<file path="src/rtl/rand_txn_gen_if.sv">
// rand_txn_gen_if: valid/ready beat stream carrying payload and end-of-burst marker
interface rand_txn_gen_if #(
    parameter int DATA_WIDTH = 32
);
    logic                  out_valid;
    logic                  out_ready;
    logic [DATA_WIDTH-1:0] out_data;
    logic                  out_last;
    modport master (output out_valid, out_data, out_last, input out_ready);
    modport slave  (input out_valid, out_data, out_last, output out_ready);
endinterface

</file>
<file path="src/rtl/rand_txn_gen.sv">
// rand_txn_gen: randomized burst source sliced from rand_vect; RAND_TXN_GEN_CHECKSUM_EN adds an XOR checksum of accepted beats
module rand_txn_gen #(
    parameter int RAND_WIDTH = 257,
    parameter int DATA_WIDTH = 32,
    parameter int GAP_BITS   = 4,
    parameter int BURST_BITS = 3,
    parameter int NUM_TXNS   = 16,
    parameter int CNT_WIDTH  = 32
) (
    input  logic                  clk,
    input  logic                  reset,
    input  logic [RAND_WIDTH-1:0] rand_vect_i,
    input  logic                  enable_i,
    rand_txn_gen_if.master        out,
    output logic [CNT_WIDTH-1:0]  txn_count_o,
    output logic                  done_o
`ifdef RAND_TXN_GEN_CHECKSUM_EN
    ,
    output logic [DATA_WIDTH-1:0] checksum_o
`endif
);
    localparam int FIELD_W = DATA_WIDTH + GAP_BITS + BURST_BITS;
    localparam bit CAPPED = NUM_TXNS != 0;
    localparam logic [CNT_WIDTH-1:0] CAP    = CNT_WIDTH'(NUM_TXNS);
    localparam logic [CNT_WIDTH-1:0] CAP_M1 = CNT_WIDTH'(NUM_TXNS - 1);

    generate
        if (RAND_WIDTH < FIELD_W) begin : g_width_chk
            $error("rand_txn_gen: RAND_WIDTH too small for data, gap and burst fields");
        end
    endgenerate

    typedef enum logic [1:0] {IDLE, GAP, BURST, DONE} state_t;

    state_t                state_q, state_d;
    logic [GAP_BITS-1:0]   gap_q, gap_d;
    logic [BURST_BITS-1:0] beats_q, beats_d;
    logic                  valid_q, valid_d;
    logic                  last_q, last_d;
    logic                  done_q, done_d;
    logic [DATA_WIDTH-1:0] data_q, data_d;
    logic [CNT_WIDTH-1:0]  count_q, count_d;
`ifdef RAND_TXN_GEN_CHECKSUM_EN
    logic [DATA_WIDTH-1:0] csum_q, csum_d;
`endif

    logic [DATA_WIDTH-1:0] f_data;
    logic [GAP_BITS-1:0]   f_gap;
    logic [BURST_BITS-1:0] f_burst;
    logic                  hs;
    logic                  unused_rand;

    assign f_data      = rand_vect_i[DATA_WIDTH-1:0];
    assign f_gap       = rand_vect_i[DATA_WIDTH+:GAP_BITS];
    assign f_burst     = rand_vect_i[DATA_WIDTH+GAP_BITS+:BURST_BITS];
    assign unused_rand = ^rand_vect_i;
    assign hs          = valid_q && out.out_ready;

    assign out.out_valid = valid_q;
    assign out.out_data  = data_q;
    assign out.out_last  = last_q;
    assign txn_count_o   = count_q;
    assign done_o        = done_q;
`ifdef RAND_TXN_GEN_CHECKSUM_EN
    assign checksum_o    = csum_q;
`endif

    // Next-state: burst sequencing, beat loading and the beat cap that forces an early last
    always_comb begin
        state_d = state_q;
        gap_d   = gap_q;
        beats_d = beats_q;
        valid_d = valid_q;
        last_d  = last_q;
        done_d  = done_q;
        data_d  = data_q;
        count_d = count_q;
`ifdef RAND_TXN_GEN_CHECKSUM_EN
        csum_d  = csum_q;
`endif
        case (state_q)
            IDLE: begin
                if (enable_i && !done_q) begin
                    gap_d   = f_gap;
                    beats_d = f_burst;
                    state_d = GAP;
                end
            end
            GAP: begin
                if (gap_q != '0) begin
                    gap_d = gap_q - 1'b1;
                end else begin
                    data_d  = f_data;
                    valid_d = 1'b1;
                    last_d  = (beats_q == '0) || (CAPPED && count_q == CAP_M1);
                    state_d = BURST;
                end
            end
            BURST: begin
                if (hs) begin
                    count_d = count_q + 1'b1;
`ifdef RAND_TXN_GEN_CHECKSUM_EN
                    csum_d  = csum_q ^ data_q;
`endif
                    if (last_q) begin
                        valid_d = 1'b0;
                        last_d  = 1'b0;
                        done_d  = CAPPED && count_d == CAP;
                        state_d = done_d ? DONE : IDLE;
                    end else begin
                        data_d  = f_data;
                        beats_d = beats_q - 1'b1;
                        last_d  = (beats_d == '0) || (CAPPED && count_d == CAP_M1);
                    end
                end
            end
            DONE: valid_d = 1'b0;
            default: state_d = IDLE;
        endcase
    end

    // State register; reset drops any pending beat outright
    always_ff @(posedge clk) begin
        if (reset) begin
            state_q <= IDLE;
            gap_q   <= '0;
            beats_q <= '0;
            valid_q <= 1'b0;
            last_q  <= 1'b0;
            done_q  <= 1'b0;
            data_q  <= '0;
            count_q <= '0;
`ifdef RAND_TXN_GEN_CHECKSUM_EN
            csum_q  <= '0;
`endif
        end else begin
            state_q <= state_d;
            gap_q   <= gap_d;
            beats_q <= beats_d;
            valid_q <= valid_d;
            last_q  <= last_d;
            done_q  <= done_d;
            data_q  <= data_d;
            count_q <= count_d;
`ifdef RAND_TXN_GEN_CHECKSUM_EN
            csum_q  <= csum_d;
`endif
        end
    end
endmodule

</file>
<file path="src/flat_wrapper.sv">
// flat-port wrapper written by rule: the top's interface ports become plain ports
module rand_txn_gen_flat 
#(
    parameter int RAND_WIDTH = 257,
    parameter int DATA_WIDTH = 32,
    parameter int GAP_BITS   = 4,
    parameter int BURST_BITS = 3,
    parameter int NUM_TXNS   = 16,
    parameter int CNT_WIDTH  = 32
)
  (clk, reset, rand_vect_i, enable_i, txn_count_o, done_o, out_out_valid, out_out_data, out_out_last, out_out_ready);
  rand_txn_gen_if #(.DATA_WIDTH(DATA_WIDTH)) out_i ();
  input  logic clk;
  input  logic reset;
  input  logic [RAND_WIDTH-1:0] rand_vect_i;
  input  logic enable_i;
  output logic [CNT_WIDTH-1:0] txn_count_o;
  output logic done_o;
  output wire logic [$bits(out_i.out_valid)-1:0] out_out_valid;
  output wire logic [$bits(out_i.out_data)-1:0] out_out_data;
  output wire logic [$bits(out_i.out_last)-1:0] out_out_last;
  input wire logic [$bits(out_i.out_ready)-1:0] out_out_ready;
  assign out_out_valid = out_i.out_valid;
  assign out_out_data = out_i.out_data;
  assign out_out_last = out_i.out_last;
  assign out_i.out_ready = out_out_ready;
  rand_txn_gen #(.RAND_WIDTH(RAND_WIDTH), .DATA_WIDTH(DATA_WIDTH), .GAP_BITS(GAP_BITS), .BURST_BITS(BURST_BITS), .NUM_TXNS(NUM_TXNS), .CNT_WIDTH(CNT_WIDTH)) u_core (.clk(clk), .reset(reset), .rand_vect_i(rand_vect_i), .enable_i(enable_i), .out(out_i), .txn_count_o(txn_count_o), .done_o(done_o));
endmodule
</file>
<file path="config.mk">
export PLATFORM = sky130hd
export DESIGN_NAME = rand_txn_gen_flat
export DESIGN_NICKNAME = d
export VERILOG_FILES = /design/src/rtl/rand_txn_gen_if.sv /design/src/rtl/rand_txn_gen.sv /design/src/flat_wrapper.sv
export SDC_FILE = /design/constraint.sdc
export NUM_CORES = 1
export LEC_CHECK = 0
export BUFFER_PORTS_ARGS = -buffer_cell sky130_fd_sc_hd__buf_4
export CAP_MARGIN = 40
export CORE_MARGIN = 10
export CORE_UTILIZATION = 25
export DETAILED_ROUTE_END_ITERATION = 16
export GPL_ROUTABILITY_DRIVEN = 0
export GPL_TIMING_DRIVEN = 0
export MAX_ROUTING_LAYER = met4
export SETUP_SLACK_MARGIN = 0.2
export SLEW_MARGIN = 25
export SYNTH_ARGS = -nofsm -noshare
export SYNTH_HDL_FRONTEND = slang
export SYNTH_SLANG_ARGS = --single-unit
</file>
<file path="constraint.sdc">
create_clock -name clk -period 5.3 [get_ports clk]
set_input_delay 0.53 -clock clk [delete_from_list [all_inputs] [get_ports clk]]
set_output_delay 0.53 -clock clk [all_outputs]
set_load 0.02 [all_outputs]
</file>
==> impl_metrics.yaml <==
status:
  status: "complete, no violations"
cts:
  path_clk_slew_ps: 60
  htree_levels: 3
  ctsHoldBuffers: 0
  clock_sinks: 76
  cts_made_buffers: 9
  clockBufferDepth: 2
  cts_setup_buffers: 0
  cts_tree: "built"
  clock-root-buffer: "clkbuf_16"
  ctsResizeCount: 0
  clk_latency_ps: 340
sta:
  max_freq_ghz: 0.312
  finalHoldViolCount: 0
  finalSetupViolations: 0
  tightest_slew_ps: 749
  rsz0062_at_grt: "false"
  finalClockSkew_ps: 9.35
  slew_headroom_pct: 49.6
  period_share_pct: 60.5
  period_needed_ps: 3210
  slew_viol_final: 0
  finalSetupTns_ps: 0
routing:
  drtIter0Drc: 273
  avgViaCountPerCell: 4.58
  wire_per_inst_um: 15.0
  first_pass_iters: 4
  routed_wl_um: 13100
  vias: 3985
  drcViolationCount: 0
  antenna_left: 0
worst_setup_path:
  cp_max_fo: 10
  startpoint_type: "flop"
  crit_required_ps: 5540
  r2r_cells: 9
  crit_arrival_ps: 3450
  endpoint_kind: "flop"
  crit_type: "reg -> reg"
grt:
  grt_overflow: 0
  antenna_found_initial: 0
  grt_pass1_wl_um: 20700
  grtUsageTotal_pct: 12.0
  grt_pass1_vias: 3733
  grt_max_degree: 14
synth:
  ys_top_cells_by_count: "99 x nand2_1, 76 x dfxtp_1, 49 x nor2_1, 43 x a21oi_1, 25 x xnor2_1"
  synth_most_common_cell: "nand2_1"
  synth_cell_types: 58
  yosys.area.top_type: "dfxtp_1"
  synthArstFlopShare_pct: 0
  synthFlopType: "dfxtp_1"
  synth.ff_latch_count: 76
  ys_top_cells_by_area: "dfxtp_1 36%, nand2_1 8.9%, xnor2_1 5.3%"
  synth_nets: 798
  synth_warnings: 0
  synth_top_area_share_pct: 36.5
  ys_seq_area_share_pct: 36.5
  synth_edf_count: 0
  synthCells: 526
  avgSynthCellArea_um2: 7.93
  syn_area_um2: 4170
finish:
  final_cells: 871
  area_growth_pct: 33.5
  num_antenna_cells: 0
  layout-drive-gt1-share_pct: 23.8
  layout.nets: 918
placed_design:
  placedCellCount: 855
  port_buffers: 109
  hpwl_um: 10000
floorplanning:
  die_h_um: 149
  initial_utilization_pct: 25.3
  ios: 328
  core_area_um2: 16500
  die_area_um2: 22200
  die_x_um: 149
  rows: 47
power_and_ir_drop:
  power_density_nw_per_um2: 375
  leakage_nw: 2.15
  irDropWorstVdd_uv: 156
hold_path:
  holdPathStages: 3
  holdCritPathClass: "in -> reg"
flow_run:
  cap_violations: 0
layout by cell type (no fill, tap or decap), types with 3 or more instances in the layout:
cell type and count:
clkbuf_16 9, xor2_1 11, o21ai_0 14, and3_1 5, dfxtp_1 76, clkbuf_8 8, and2_1 3, nor4_1 12
ha_1 11, nand3_1 20, a31oi_1 5, nand2_1 99, inv_1 19, buf_4 112, or3_1 8, nor2_1 49
xnor2_1 25, o22ai_1 3, or4_1 3, mux2i_1 3, and4_1 3, nor3_1 14, o31ai_1 4, a21oi_1 43
a211oi_1 4, clkbuf_1 24, nand2b_1 5, nand4_1 10
cell type report:
type | instances | area [um2]
buffer | 39 | 295
clock buffer | 10 | 239
clock inverter | 6 | 63.8
fill | 1788 | 10900
inverter | 19 | 71.3
multi-input combinational | 392 | 2280
sequential | 76 | 1520
tap | 220 | 275
timing repair buffer | 109 | 818
state kept, by name (all words and copies together) (netlist names):
name	count
u_core.beats_q	3
u_core.done_o	1
u_core.gap_q	4
u_core.out.out_data	32
u_core.out.out_last	1
u_core.out.out_valid	1
u_core.state_q	2
u_core.txn_count_o	32
path summary, 6_finish.rpt:
path                                        from                                   end  slack, ps
max           u_core.txn_count_o[0]$_SDFFE_PP0P_            u_core.done_o$_SDFFE_PP0P_       2090
min                              rand_vect_i[31]  u_core.out.out_data[31]$_SDFFE_PP0P_        440
max reg2reg   u_core.txn_count_o[0]$_SDFFE_PP0P_            u_core.done_o$_SDFFE_PP0P_       2090
min reg2reg  u_core.out.out_data[4]$_SDFFE_PP0P_   u_core.out.out_data[4]$_SDFFE_PP0P_        450
metrics by stage:
stage	setup slack (ps)	power [mW]	hold WS, ps	utilization (%)	area, um2
2_1_floorplan	2630	1.21	465	-	4170
6_report	2090	2.09	436	33.8	5570
3_5_place_dp	2160	1.48	447	32.0	5260
3_3_place_gp	2210	1.48	443	32.0	5260
4_1_cts	2100	2.12	420	33.8	5570
5_1_grt	1780	2.24	424	33.8	5570
power breakdown:
part / internal (mW) / switching (mW)
clock network: 0.376 / 0.248
logic: 0.279 / 0.447
registers: 0.674 / 0.0612
total: 1.33 / 0.755
worst max-delay path, stage by stage, from the launching register on:
cell and delay [ps]:
dfxtp_1 540, ha_1 290, nand3_1 120, buf_2 190, nor4_1 670, nand2_1 230, o21a_1 240, a2111oi_0 410
nand3_2 170, o31ai_1 250
logic make-up after synthesis:
group / share of synthesized area (%)
simple gates: 28.8
compound gates: 14.1
flops: 36.5
buf+inv: 8.79
xor+xnor: 7.56
fa+ha+maj: 3.30
mux: 0.990
metal layers:
| metal | up-vias | track usage (%) | routed length [um] |
|---|---|---|---|
| met4 | 0 | 3.48 | 221 |
| li1 | 2051 | - | - |
| met1 | 1802 | 17.0 | 6690 |
| met2 | 118 | 16.1 | 5350 |
| met3 | 14 | 3.43 | 825 |
| met5 | - | - | 0 |
Power figures use the tool's default switching activity.
